File: config.mk
export PLATFORM = sky130hd
export DESIGN_NAME = pwm_capture
export DESIGN_NICKNAME = d
export VERILOG_FILES = /design/src/rtl/pwm_capture_pkg.sv /design/src/rtl/pwm_edge_sync.sv /design/src/rtl/pwm_capture.sv
export SDC_FILE = /design/constraint.sdc
export NUM_CORES = 1
export LEC_CHECK = 0
export CAP_MARGIN = 25
export CORE_ASPECT_RATIO = 0.6
export CORE_UTILIZATION = 52
export DETAILED_ROUTE_END_ITERATION = 10
export PLACE_DENSITY = 0.85
export SLEW_MARGIN = 20
export SYNTH_ARGS = -nofsm -noshare
export SYNTH_HDL_FRONTEND = slang
export SYNTH_HIERARCHICAL = 1
export SYNTH_SLANG_ARGS = --single-unit
File: constraint.sdc
create_clock -name clock -period 1.8 [get_ports clock]
set_input_delay 0.36 -clock clock [delete_from_list [all_inputs] [get_ports clock]]
set_output_delay 0.36 -clock clock [all_outputs]
set_load 0.01 [all_outputs]
File: src/rtl/pwm_capture_pkg.sv
// Shared sizing and state encoding for the PWM capture block.
// Defaults match the generator's 50-cycle frame with headroom to 63.
package pwm_capture_pkg;

  localparam int CNT_W_DEF      = 6;
  localparam int MAX_PERIOD_DEF = 63;
  localparam int FRAME_LEN      = 50;

  typedef enum logic {
    IDLE,
    MEAS
  } state_e;

endpackage

File: src/rtl/pwm_edge_sync.sv
// Two-flop pin synchronizer plus a delay stage for rising-edge detect.
// All stages reset high so a line already high at reset gives no rise.
module pwm_edge_sync (
  input  logic clock,
  input  logic reset,
  input  logic pin,
  output logic s,
  output logic rise
);

  logic sync1_d, sync1_q;
  logic s_d, s_q;
  logic s_dly_d, s_dly_q;

  always_comb begin
    sync1_d = pin;
    s_d     = sync1_q;
    s_dly_d = s_q;
  end

  always_ff @(posedge clock) begin
    if (reset) begin
      sync1_q <= 1'b1;
      s_q     <= 1'b1;
      s_dly_q <= 1'b1;
    end else begin
      sync1_q <= sync1_d;
      s_q     <= s_d;
      s_dly_q <= s_dly_d;
    end
  end

  assign s    = s_q;
  assign rise = s_q & ~s_dly_q;

endmodule

File: src/rtl/pwm_capture.sv
// Measures high time and period of each PWM cycle in clock counts,
// reporting stuck-high/low lines when no rise arrives in time.
module pwm_capture
  import pwm_capture_pkg::*;
#(
  parameter int CNT_W      = CNT_W_DEF,
  parameter int MAX_PERIOD = MAX_PERIOD_DEF
) (
  input  logic             clock,
  input  logic             reset,
  input  logic             pwm_in,
  output logic [CNT_W-1:0] duty,
  output logic [CNT_W-1:0] period,
  output logic             valid,
  output logic             stuck,
  output logic             level
);

  localparam logic [CNT_W-1:0] MAX_CNT = CNT_W'(MAX_PERIOD);
  localparam logic [CNT_W-1:0] ONE     = CNT_W'(1);

  logic s;
  logic rise;
  logic tmo;

  state_e           state_d, state_q;
  logic [CNT_W-1:0] per_cnt_d, per_cnt_q;
  logic [CNT_W-1:0] hi_cnt_d, hi_cnt_q;
  logic [CNT_W-1:0] duty_d, duty_q;
  logic [CNT_W-1:0] period_d, period_q;
  logic             valid_d, valid_q;
  logic             stuck_d, stuck_q;
  logic             level_d, level_q;

  pwm_edge_sync u_sync (
    .clock (clock),
    .reset (reset),
    .pin   (pwm_in),
    .s     (s),
    .rise  (rise)
  );

  // A rise on the final count is a valid period, not a timeout.
  assign tmo = (per_cnt_q == MAX_CNT) & ~rise;

  always_comb begin
    state_d   = state_q;
    per_cnt_d = per_cnt_q;
    hi_cnt_d  = hi_cnt_q;
    duty_d    = duty_q;
    period_d  = period_q;
    valid_d   = 1'b0;
    stuck_d   = stuck_q;
    level_d   = level_q;
    unique case (1'b1)
      rise: begin
        per_cnt_d = ONE;
        hi_cnt_d  = ONE;
        state_d   = MEAS;
        if (state_q == MEAS) begin
          duty_d   = hi_cnt_q;
          period_d = per_cnt_q;
          stuck_d  = 1'b0;
          level_d  = 1'b0;
          valid_d  = 1'b1;
        end
      end
      tmo: begin
        duty_d    = '0;
        period_d  = '0;
        stuck_d   = 1'b1;
        level_d   = s;
        valid_d   = 1'b1;
        per_cnt_d = '0;
        hi_cnt_d  = '0;
        state_d   = IDLE;
      end
      default: begin
        per_cnt_d = per_cnt_q + ONE;
        if (state_q == MEAS) begin
          hi_cnt_d = hi_cnt_q + CNT_W'(s);
        end else begin
          hi_cnt_d = '0;
        end
      end
    endcase
  end

  always_ff @(posedge clock) begin
    if (reset) begin
      state_q   <= IDLE;
      per_cnt_q <= '0;
      hi_cnt_q  <= '0;
      duty_q    <= '0;
      period_q  <= '0;
      valid_q   <= 1'b0;
      stuck_q   <= 1'b0;
      level_q   <= 1'b0;
    end else begin
      state_q   <= state_d;
      per_cnt_q <= per_cnt_d;
      hi_cnt_q  <= hi_cnt_d;
      duty_q    <= duty_d;
      period_q  <= period_d;
      valid_q   <= valid_d;
      stuck_q   <= stuck_d;
      level_q   <= level_d;
    end
  end

  assign duty   = duty_q;
  assign period = period_q;
  assign valid  = valid_q;
  assign stuck  = stuck_q;
  assign level  = level_q;

endmodule

==> results.yml, run 1 <==
floorplan:
  start_util: 0.563
  core_sq_um: 2210
  fp.dieArea_sq_um: 2600
  row_count: 13
  io_pins: 18
  die_w_um: 65.2
  chipHeight_um: 39.9
pwr:
  ir_drop_uv: 526
  seqPwrFrac: 0.568
  p_total_mw: 1.24
  comb_power_share: 0.044
  p_leak_nw: 0.500
  clock_power_share: 0.388
  switching_share: 0.213
  p_per_area_nw_per_um2: 813
  p_switching_mw: 0.265
  p_int_mw: 0.978
timing:
  period_share: 0.924
  fin_ws_ns: 0.136
  setup_viol: 0
  rsz0062_at_grt: "no"
  slew_viol_final: 0
  period_needed_ns: 1.66
  skew_ns: 0.00324
  fin_tns_setup_ns: 0
  maxSlewHeadroom: 0.700
  hold_viol_final: 0
  tightest_slew_ns: 0.449
  fmax_mhz: 601
global_routing:
  grt_usage: 0.240
  grt.busiest_layer: "met2"
  grt_overflow: 0
  grt_max_degree: 28
  grt_pass1_wl_um: 4330
  grtUsageMet1: 0.305
  use_met2: 0.358
  antenna_found_initial: 0
  grt_pass1_vias: 936
  grt_use_met3: 0.0785
placed_design:
  gp_congestion: 0.731
  hpwlAfterDp_um: 1840
  dp_slack_ns: 0.0807
  placed_cells: 175
  port_buffers: 17
hold_path:
  min_path_type: "register to register"
  hold_start: "u_sync/s_d"
  hold_depth: 1
  holdPathEnd: "u_sync/s"
worst_setup_path:
  cp_slowest_cell: "dfxtp_1"
  r2r-start: "per_cnt_q[1]"
  start_kind: "register"
  path_cells: "ha_1 > nand2_2 > buf_4 > o311ai_1 > a21oi_1"
  timing.rr.end: "period[3]"
  cp_max_fo: 10
  crit_type: "register to register"
  cp.required_ns: 1.95
  critPathMaxStageDelay_ns: 0.43
  crit_arrival_ns: 1.81
  reg2regPathDepth: 5
  end_kind: "register"
  reg2reg_setup_slack_ns: 0.14
clock_network:
  cts_buffers: 5
  clock_path_buffers: 2
  cts_tree: "done"
  clk_pin_slew_ns: 0.06
  cts.htree.levels: 2
  cts.sinks: 31
  clk_latency_ns: 0.28
  cts_root_buf: "clkbuf_8"
cells_and_area:
  fin_util: 0.691
  final_cell_mix: "dfxtp_1 (31), a21oi_1 (19), clkdlybuf4s50_1 (17)"
  synthToLayoutAreaGrowth_pct: 22.7
  n_antenna_cell: 0
  nets: 158
  drive_gt1_frac: 0.0861
  layout_commonest_cell: "dfxtp_1"
  fin_cells: 181
  nFillCells: 176
yosys:
  synth-seq-cells: 31
  synth_top_family_by_area: "compound AO/OA/AOI/OAI gates"
  synth_adder_area_share: 0.0302
  syn_area_sq_um: 1240
  yosysWarnings: 6
  synth_cell_types: 28
  syn-instance-count: 132
  syn_area_per_cell_sq_um: 9.43
  yosys.area_share.simple: 0.172
  synth-xor-area-share: 0.0422
  async_reset_ff_frac: 0
  seq_area_frac_synth: 0.498
  ys.flop_type: "dfxtp_1"
  synth_compound_area_frac: 0.197
  synth.net_count: 138
  yosys-mux-area-fraction: 0.00804
  synth-edff-count: 0
route:
  ant_nets: 0
  num_vias: 1057
  vias_per_cell: 5.84
  drt_iter0_markers: 124
  wire_per_inst_um: 14.7
  drc_errors: 0
  finalWirelength_um: 2660
  firstDrtPassIters: 5
run_status:
  outcome: "finished clean"
flow_run:
  drv_cap: 0
-- power by group through the flow --
| stage | combinational [mW] | clock [mW] | sequential (mW) |
|---|---|---|---|
| 2_1_floorplan | 0.0312 | 0 | 0.720 |
| 3_3_place_gp | 0.0514 | 0 | 0.720 |
| 3_5_place_dp | 0.0537 | 0 | 0.721 |
| 4_1_cts | 0.0537 | 0.490 | 0.706 |
| 5_1_grt | 0.0597 | 0.516 | 0.707 |
| 6_report | 0.0547 | 0.482 | 0.706 |
-- layout make-up --
type / count / area [sq um] / share of cell area
Clock buffer: 6 / 72.6 / 0.0475
Inverter: 2 / 7.51 / 0.00491
Tap cell: 30 / 37.5 / 0.0246
Multi-Input combinational cell: 89 / 562 / 0.368
Sequential cell: 31 / 621 / 0.406
Timing Repair Buffer: 23 / 228 / 0.149
-- kinds of logic after synthesis --
group,Yosys count
xor+xnor,6
fa+ha+maj,3
compound gates,38
flops,31
simple gates,41
mux,1
buf+inv,12
-- sequential cells by signal, indices dropped and copies added (netlist names) --
signal,flops
duty,6
hi_cnt_q,6
level,1
per_cnt_q,6
period,6
state_q,1
stuck,1
u_sync/s,1
u_sync/s_d,1
u_sync/s_dly_q,1
valid,1
-- worst max-delay path: cells and delay by family, from the launching register on --
family	cells	cell delay, ns
flops	1	0.43
compound gates	2	0.42
fa+ha+maj	1	0.31
buf+inv	1	0.20
simple gates	1	0.16
-- cell usage after synthesis (all sizes together) (2+ instances only) --
cell | count | area (sq um)
o311ai | 12 | 105
a21oi | 19 | 95.1
nand3 | 17 | 90.1
or2 | 3 | 18.8
nand2 | 5 | 18.8
clkbuf | 4 | 15.0
or3 | 3 | 18.8
inv | 2 | 7.51
o211ai | 2 | 15.0
nor3 | 2 | 10.0
nor2 | 6 | 22.5
dfxtp | 31 | 621
buf | 6 | 42.5
ha | 3 | 37.5
xnor2 | 2 | 17.5
o21ai | 3 | 15.0
xor2 | 4 | 35.0
-- stage by stage --
step | hold WS (ns) | cell area, sq um
global route | 0.427 | 1530
global placement | 0.393 | 1450
detailed placement | 0.408 | 1450
finish | 0.414 | 1530
CTS | 0.425 | 1530
floorplan | 0.385 | 1240
-- how the worst max path moves through the flow --
stage | start | to | slack (ns)
after floorplan | per_cnt_q[0] | period[5] | 0.40
after global placement | per_cnt_q[1] | period[2] | 0.22
after detailed placement | per_cnt_q[1] | period[3] | 0.08
after CTS | per_cnt_q[1] | period[3] | 0.08
after global routing | per_cnt_q[1] | period[2] | 0.03
final | per_cnt_q[1] | period[3] | 0.14
-- timing repair --
| action | in CTS | in global routing |
|---|---|---|
| cloned | 0 | 0 |
| endpoints found under the setup margin | 1 | 5 |
| buffers inserted | 0 | 0 |
| resized for setup | 1 | 1 |
| hold buffers | 0 | 0 |
-- routing by layer --
layer | part of all wire | vias up | wire (um)
li1 | - | 530 | -
met1 | 0.48 | 492 | 1280
met2 | 0.45 | 28 | 1190
met3 | 0.050 | 7 | 134
met4 | 0.020 | 0 | 52
met5 | 0 | - | 0
No activity file was read; power rests on OpenSTA's default activity.
==> run 2, diff against run 1 <==
--- a/config.mk
+++ b/config.mk
@@ -6,10 +6,11 @@
 export NUM_CORES = 1
 export LEC_CHECK = 0
 export CAP_MARGIN = 25
-export CORE_ASPECT_RATIO = 0.6
+export CORE_ASPECT_RATIO = 1.1
 export CORE_UTILIZATION = 52
 export DETAILED_ROUTE_END_ITERATION = 10
 export PLACE_DENSITY = 0.85
+export SKIP_CTS_REPAIR_TIMING = 1
 export SLEW_MARGIN = 20
 export SYNTH_ARGS = -nofsm -noshare
 export SYNTH_HDL_FRONTEND = slang
==> constraint.sdc (replaced) <==
create_clock -name clock -period 1.8 [get_ports clock]
set_input_delay 0.18 -clock clock [delete_from_list [all_inputs] [get_ports clock]]
set_output_delay 0.18 -clock clock [all_outputs]
set_load 0.01 [all_outputs]
==> results.yml, run 2 (same netlist as run 1, synthesis figures left out) <==
global_routing:
  grt_usage: 0.209
  grt_overflow: 0
  grt_pass1_wl_um: 3990
  grt_max_degree: 32
  antenna_found_initial: 0
  grt_pass1_vias: 895
worst_setup_path:
  cp_max_fo: 31
  timing.rr.end: "period[4]"
  end_kind: "register"
  reg2regPathDepth: 5
  cp.required_ns: 2.00
  crit_arrival_ns: 1.81
  r2r-start: "u_sync/s"
  start_kind: "register"
  reg2reg_setup_slack_ns: 0.20
  crit_start: "u_sync/s"
  crit_type: "register to register"
run_status:
  outcome: "finished clean"
timing:
  tightest_slew_ns: 0.428
  period_needed_ns: 1.60
  period_share: 0.891
  setup_viol: 0
  rsz0062_at_grt: "no"
  fin_ws_ns: 0.197
  hold_viol_final: 0
  fin_tns_setup_ns: 0
  skew_ns: 0.00673
  maxSlewHeadroom: 0.714
  slew_viol_final: 0
  fmax_mhz: 624
pwr:
  p_leak_nw: 0.491
  switching_share: 0.218
  clock_power_share: 0.377
  seqPwrFrac: 0.584
  p_total_mw: 1.21
  ir_drop_uv: 515
  p_switching_mw: 0.263
  comb_power_share: 0.039
  p_per_area_nw_per_um2: 805
  p_int_mw: 0.945
cells_and_area:
  drive_gt1_frac: 0.0855
  n_antenna_cell: 0
  fin_util: 0.667
  layout_commonest_cell: "dfxtp_1"
  fin_cells: 182
  synthToLayoutAreaGrowth_pct: 20.6
  final_cell_mix: "dfxtp_1 (31), a21oi_1 (19), clkdlybuf4s50_1 (17)"
  nets: 157
floorplan:
  io_pins: 18
  die_w_um: 48.7
  fp.dieArea_sq_um: 2590
  start_util: 0.553
  chipHeight_um: 53.3
  row_count: 18
  core_sq_um: 2250
route:
  drc_errors: 0
  firstDrtPassIters: 4
  drt_iter0_markers: 14
  ant_nets: 0
  num_vias: 1024
  wire_per_inst_um: 13.3
  vias_per_cell: 5.63
  finalWirelength_um: 2410
clock_network:
  clk_latency_ns: 0.33
  cts_root_buf: "clkbuf_4"
  cts_buffers: 5
  cts.sinks: 31
  clk_pin_slew_ns: 0.09
  cts_tree: "done"
  clock_path_buffers: 2
  cts.htree.levels: 2
placed_design:
  placed_cells: 174
  gp_congestion: 0.718
  dp_slack_ns: 0.232
  port_buffers: 17
  hpwlAfterDp_um: 1630
hold_path:
  hold_start: "pwm_in"
  min_path_type: "input pin to register"
  hold_depth: 2
  holdPathEnd: "u_sync/s_d"
flow_run:
  drv_cap: 0
-- run 2: worst max path at each step --
| stage | to | slack, ns | cells after the start |
|---|---|---|---|
| after floorplan | period[5] | 0.40 | 5 |
| after global placement | level | 0.27 | 5 |
| after detailed placement | period[0] | 0.23 | 5 |
| after CTS | period[0] | 0.22 | 5 |
| after global routing | period[0] | 0.02 | 5 |
| final | period[4] | 0.20 | 5 |
-- run 2: power groups by stage --
stage | sequential (mW) | clock, mW | combinational (mW)
after floorplan | 0.720 | 0 | 0.0312
after global placement | 0.721 | 0 | 0.0447
after detailed placement | 0.722 | 0 | 0.0459
after CTS | 0.706 | 0.466 | 0.0462
after global routing | 0.708 | 0.495 | 0.0524
final | 0.706 | 0.456 | 0.0466
-- run 2: critical path, cell delays in order (launching register included) --
cell and delay [ns]:
dfxtp_1 0.38, nor2b_1 0.15, buf_4 0.28, nand2_1 0.33, o311ai_0 0.22, a21oi_1 0.11
-- run 2: final cells by class --
class | instances | area (sq um)
Clock buffer | 8 | 68.8
Fill cell | 184 | 751
Inverter | 2 | 7.51
Multi-Input combinational cell | 89 | 559
Sequential cell | 31 | 621
Tap cell | 30 | 37.5
Timing Repair Buffer | 22 | 208
-- run 2: routing by layer --
| layer | GRT usage | vias to the layer above | routed length (um) |
|---|---|---|---|
| li1 | - | 518 | - |
| met4 | 0.0882 | 0 | 33 |
| met2 | 0.338 | 18 | 1160 |
| met3 | 0.0690 | 6 | 96 |
| met5 | 0 | - | 0 |
| met1 | 0.254 | 482 | 1120 |
-- run 2: stage by stage --
stage,hold slack (ns),area [sq um]
final,0.423,1500
after global placement,0.400,1430
after floorplan,0.277,1240
after detailed placement,0.430,1430
after global routing,0.420,1500
after CTS,0.414,1500
